$ cat src/rtl/elevator_pkg.sv
// Shared types and constants for the elevator controller.
package elevator_pkg;
    typedef enum logic [1:0] {IDLE, MOVING, DOOR_OPEN} state_e;

    localparam int              FLOOR_W    = 4;
    localparam int              NUM_FLOORS = 1 << FLOOR_W;
    localparam logic [FLOOR_W-1:0] MIN_FLOOR = 4'd1;
    localparam logic [FLOOR_W-1:0] MAX_FLOOR = 4'd15;
    localparam logic            DIR_UP     = 1'b1;
    localparam logic            DIR_DOWN   = 1'b0;
endpackage

$ cat src/rtl/elevator_request_queue.sv
// Pending floor-request set with "any request above / below" lookups.
module elevator_request_queue
    import elevator_pkg::*;
(
    input  logic                  clk,
    input  logic                  reset,
    input  logic [FLOOR_W-1:0]    set_floor_i,
    input  logic                  clr_en_i,
    input  logic [FLOOR_W-1:0]    clr_floor_i,
    input  logic [FLOOR_W-1:0]    query_floor_i,
    output logic [NUM_FLOORS-1:0] pending_o,
    output logic                  above_o,
    output logic                  below_o
);
    logic [NUM_FLOORS-1:0] pending_q, pending_d;

    // Clear is applied after set so a request landing on the floor being served is absorbed.
    always_comb begin
        pending_d = pending_q;
        if (set_floor_i != '0) pending_d[set_floor_i] = 1'b1;
        if (clr_en_i)          pending_d[clr_floor_i] = 1'b0;
    end

    always_ff @(posedge clk) begin
        if (!reset) pending_q <= '0;
        else        pending_q <= pending_d;
    end

    always_comb begin
        above_o = 1'b0;
        below_o = 1'b0;
        for (int i = 1; i < NUM_FLOORS; i++) begin
            if (pending_q[i]) begin
                if (FLOOR_W'(i) > query_floor_i) above_o = 1'b1;
                if (FLOOR_W'(i) < query_floor_i) below_o = 1'b1;
            end
        end
    end

    assign pending_o = pending_q;
endmodule

$ cat src/rtl/elevator_control_top.sv
// Single-car SCAN elevator controller: FSM, travel timer and door timer.
module elevator_control_top
    import elevator_pkg::*;
#(
    parameter int FLOOR_TRAVEL_CYCLES = 2,
    parameter int DOOR_OPEN_CYCLES    = 3
) (
    input  logic               clk,
    input  logic               reset,
    input  logic [FLOOR_W-1:0] requested_floor,
    input  logic               sensor,
    input  logic               open_close_door,
    output logic [FLOOR_W-1:0] current_floor,
    output logic               elevator_direction,
    output logic               door_open
);
    localparam int TW = $clog2(FLOOR_TRAVEL_CYCLES + 1);
    localparam int DW = $clog2(DOOR_OPEN_CYCLES + 1);

    state_e             state_q, state_d;
    logic [FLOOR_W-1:0] floor_q, floor_d;
    logic               dir_q, dir_d;
    logic               door_q, door_d;
    logic [TW-1:0]      travel_q, travel_d;
    logic [DW-1:0]      dtmr_q, dtmr_d;

    logic                  clr_en;
    logic [FLOOR_W-1:0]    clr_floor;
    logic [NUM_FLOORS-1:0] pending;
    logic                  above, below, ahead, behind, at_limit;
    logic [FLOOR_W-1:0]    next_floor;

    elevator_request_queue u_queue (
        .clk           (clk),
        .reset         (reset),
        .set_floor_i   (requested_floor),
        .clr_en_i      (clr_en),
        .clr_floor_i   (clr_floor),
        .query_floor_i (floor_q),
        .pending_o     (pending),
        .above_o       (above),
        .below_o       (below)
    );

    assign ahead      = (dir_q == DIR_UP) ? above : below;
    assign behind     = (dir_q == DIR_UP) ? below : above;
    assign next_floor = (dir_q == DIR_UP) ? floor_q + FLOOR_W'(1) : floor_q - FLOOR_W'(1);
    assign at_limit   = (dir_q == DIR_UP) ? (floor_q == MAX_FLOOR) : (floor_q == MIN_FLOOR);

    always_comb begin
        state_d   = state_q;
        floor_d   = floor_q;
        dir_d     = dir_q;
        door_d    = door_q;
        travel_d  = travel_q;
        dtmr_d    = dtmr_q;
        clr_en    = 1'b0;
        clr_floor = floor_q;
        case (state_q)
            IDLE: begin
                if (pending[floor_q] || requested_floor == floor_q || open_close_door) begin
                    clr_en  = 1'b1;
                    state_d = DOOR_OPEN;
                    door_d  = 1'b1;
                    dtmr_d  = DW'(DOOR_OPEN_CYCLES);
                end else if (ahead || behind) begin
                    state_d  = MOVING;
                    travel_d = '0;
                    if (!ahead) dir_d = ~dir_q;
                end
            end
            MOVING: begin
                if (travel_q == TW'(FLOOR_TRAVEL_CYCLES - 1)) begin
                    travel_d = '0;
                    // Nothing left ahead means we would overshoot; park instead.
                    if (at_limit || !ahead) begin
                        state_d = IDLE;
                    end else begin
                        floor_d = next_floor;
                        if (pending[next_floor] || requested_floor == next_floor) begin
                            clr_en    = 1'b1;
                            clr_floor = next_floor;
                            state_d   = DOOR_OPEN;
                            door_d    = 1'b1;
                            dtmr_d    = DW'(DOOR_OPEN_CYCLES);
                        end
                    end
                end else begin
                    travel_d = travel_q + TW'(1);
                end
            end
            DOOR_OPEN: begin
                clr_en = 1'b1;
                if (sensor) begin
                    dtmr_d = DW'(DOOR_OPEN_CYCLES);
                end else if (open_close_door || dtmr_q == DW'(1)) begin
                    door_d   = 1'b0;
                    dtmr_d   = '0;
                    travel_d = '0;
                    if (ahead) begin
                        state_d = MOVING;
                    end else if (behind) begin
                        state_d = MOVING;
                        dir_d   = ~dir_q;
                    end else begin
                        state_d = IDLE;
                    end
                end else begin
                    dtmr_d = dtmr_q - DW'(1);
                end
            end
            default: state_d = IDLE;
        endcase
    end

    always_ff @(posedge clk) begin
        if (!reset) begin
            state_q  <= IDLE;
            floor_q  <= MIN_FLOOR;
            dir_q    <= DIR_UP;
            door_q   <= 1'b0;
            travel_q <= '0;
            dtmr_q   <= '0;
        end else begin
            state_q  <= state_d;
            floor_q  <= floor_d;
            dir_q    <= dir_d;
            door_q   <= door_d;
            travel_q <= travel_d;
            dtmr_q   <= dtmr_d;
        end
    end

    assign current_floor      = floor_q;
    assign elevator_direction = dir_q;
    assign door_open          = door_q;
endmodule

$ cat config.mk
export PLATFORM = sky130hd
export DESIGN_NAME = elevator_control_top
export DESIGN_NICKNAME = d
export VERILOG_FILES = /design/src/rtl/elevator_pkg.sv /design/src/rtl/elevator_request_queue.sv /design/src/rtl/elevator_control_top.sv
export SDC_FILE = /design/constraint.sdc
export NUM_CORES = 1
export LEC_CHECK = 0
export CAP_MARGIN = 30
export CORE_ASPECT_RATIO = 2
export CORE_MARGIN = 2
export CORE_UTILIZATION = 67
export CTS_BUF_LIST = sky130_fd_sc_hd__clkbuf_8
export DETAILED_ROUTE_END_ITERATION = 10
export PLACE_DENSITY_LB_ADDON = 0.2
export SYNTH_ARGS = -nofsm -noshare
export SYNTH_HDL_FRONTEND = slang
export SYNTH_HIERARCHICAL = 1
export SYNTH_SLANG_ARGS = --single-unit
$ cat constraint.sdc
create_clock -name clk -period 7.5 [get_ports clk]
set_input_delay 1.5 -clock clk [delete_from_list [all_inputs] [get_ports clk]]
set_output_delay 1.5 -clock clk [all_outputs]
set_load 0.005 [all_outputs]
==> metrics.md <==
| Metric | Value |
|---|---|
| Status | finished clean |
| Worst Clk Skew | 0.00194 ns |
| Chip width | 46.3 um |
| Drt pass-1 iters | 5 |
| Number of core rows | 30 |
| CTS root buffer | clkbuf_8 |
| Pin count of the biggest net entering global routing | 31 |
| Final period util | 58.9% |
| PortBufs | 13 |
| Placed cell area | 2490 um2 |
| Worst Path Required | 7.68 ns |
| Power density cells | 168 nW/um2 |
| Antenna diode count | 0 |
| Ys async rst share | 0% |
| Area of the mapped netlist | 2400 um2 |
| Max Root-Sink Buffers | 2 |
| Yosys warns | 6 |
| RSZ-0062 raised after global routing | no |
| Number of global-route vias before repair | 2131 |
| DR vias | 2359 |
| WL final | 6.49 mm |
| DIE HEIGHT | 88.6 um |
| Pre-CTS setup slack | 3.19 ns |
| Minimum clock period | 4.42 ns |
| Vias/cell | 6.96 |
| Worst-Skew Late Latency | 0.28 ns |
| Sink Count | 28 |
| Final ANT Viol Nets | 0 |
| IO Pins | 14 |
| Final instance area | 2570 um2 |
| Sequential share of the synthesized area | 23.4% |
| Worst hold slack | 0.506 ns |
| HPWL after DPL | 4.60 mm |
| Worst setup path class | flip-flop to flip-flop |
| CP endpoint kind | flip-flop |
| Final setup fails | 0 |
| Total Power | 0.000432 W |
| Hold Fails Final Rpt | 0 |
| # hold bufs at CTS | 0 |
| Avg Inst Size Synth | 8.32 um2 |
| Initial antenna violation count | 0 |
| Main synth FF type | dfxtp_1 |
| Synthesis-to-finish area growth | 7.10% |
| CTS tree | yes |
| Overflow after GRT | 0 |
| Peak Freq | 0.226 GHz |
| Final setup TNS | 0 ns |
| Syn Nets | 300 |
| Post-layout nets | 304 |
| Max-cap violations | 0 |
| Syn Inst Count | 288 |
| Post-cts resize count | 0 |
| Reg clk slew, reported paths | 0.10 ns |
| Die ar. | 4100 um2 |
| Slew @ Worst Pin | 1.03 ns |
| DRT iter0 DRCs | 188 |
| GP Congestion | 0.887 |
| Clock buffer count from CTS | 3 |
| Max rail drop VDD | 0.163 mV |
| Pins Over Slew Limit | 0 |
| First-pass GRT wire length | 10.1 mm |
| Slew headroom | 31.1% |
| Post-CTS Setup Inserts | 0 |
| Hold crit path type | flip-flop to flip-flop |
| Crit path DAT | 4.60 ns |
| Core Region | 3420 um2 |
| Initial core utilization | 70.1% |
| DRC | 0 |
| Post-synth EDFFs | 0 |
| Layout cells sized above 1 | 6.19% |
| Wire per inst | 19.2 um |
| H-tree depth | 1 |
| #FFs+latches synth | 28 |
| GRT Overall Usage | 33.3% |
| Unique masters post-synth | 63 |
| Startpoint types | flip-flop |
| Max FO, Critical Path | 24 |
| Pleak | 0.951 nW |
| Final worst setup slack | 3.08 ns |
==> layout make-up <==
class                           count  area, um2
Clock inverter                      1       30.0
Fill cell                         263        850
Timing Repair Buffer               15        145
Inverter                            9       33.8
Tap cell                           48       60.1
Multi-Input combinational cell    235       1700
Sequential cell                    28        561
Clock buffer                        3       41.3
==> critical path, cell delays in order (launching register included) <==
cell	delay [ns]
dfxtp_1	0.99
inv_1	0.27
ha_1	0.30
mux2i_4	0.50
mux2i_1	0.16
a211oi_1	0.32
a21oi_1	0.08
o22a_1	0.24
a31oi_2	0.35
o21bai_1	0.28
or3b_2	0.54
o311a_1	0.30
==> power breakdown <==
part	switching [W]	internal [W]
logic	0.0000682	0.0000557
clock network	0.0000492	0.0000715
registers	0.0000246	0.000163
==> cells in the mapped netlist (4+ instances only) <==
master    count  area share, %
xnor2_1       8            2.9
nor2_1       28            4.4
inv_1         8            1.3
nand2b_1      4            1.0
nor3b_1      15            4.7
mux2i_1      13            5.4
nor2b_1      11            2.9
a31oi_1      11            2.9
buf_6         4            1.9
o21a_1        5            1.6
ha_1          4            2.1
nor3_1       11            2.3
nand2_1      14            2.2
a21oi_1      21            4.4
buf_2         4           0.84
mux4_1        4            4.4
dfxtp_1      28             23
clkbuf_1      5           0.78
xor2_1        6            2.2
nand3b_1      4            1.3
nand3_1       6            1.3
o21ai_0      13            2.7
==> flip-flops by register name, indices dropped and copies added (netlist names) <==
| register | count |
|---|---|
| elevator_direction | 1 |
| u_queue/pending_o | 16 |
| door_open | 1 |
| dtmr_q | 2 |
| current_floor | 4 |
| travel_q | 2 |
| state_q | 2 |
==> path summary, 6_finish.rpt <==
path,endpoint,slack (ns),depth (start not counted),startpoint
min reg2reg,travel_q[1]$_SDFFE_PN0P_,0.51,1,travel_q[1]$_SDFFE_PN0P_
min,travel_q[1]$_SDFFE_PN0P_,0.51,1,travel_q[1]$_SDFFE_PN0P_
max,u_queue/pending_o[0]$_SDFF_PN0_,3.08,11,current_floor[1]$_SDFFE_PN0P_
max reg2reg,u_queue/pending_o[0]$_SDFF_PN0_,3.08,11,current_floor[1]$_SDFFE_PN0P_
==> per-layer routing <==
layer	vias up	global-route usage [%]	part of all wire, %
met4	0	21.0	6.9
met1	1089	38.2	36
met2	154	55.8	50
met3	36	3.47	7.1
li1	1080	-	-
met5	-	0	0
==> cell families after synthesis <==
family          synth area share, %
compound gates                 23.4
xor+xnor                       6.27
fa+ha+maj                      2.09
buf+inv                        5.85
flops                          23.4
mux                            11.7
simple gates                   27.3
==> placed cells by master (no fill, tap or decap), types with 4 or more instances in the layout <==
cell type	n
inv_1	8
dfxtp_1	28
nor3_1	11
ha_1	4
nand2b_1	4
nand3b_1	4
clkdlybuf4s50_1	13
mux4_1	4
nor2b_1	11
nor3b_1	15
nand2_1	14
o21a_1	5
o21ai_0	13
xnor2_1	8
xor2_1	6
nor2_1	28
mux2i_1	13
nand3_1	6
a21oi_1	21
a31oi_1	11
==> per-stage QoR <==
stage	cells	utilization, %
finish	339	75.1
global route	339	75.1
CTS	339	75.1
detailed placement	335	73.0
global placement	335	73.0
floorplan	288	-
No activity file was read; power rests on OpenSTA's default activity.
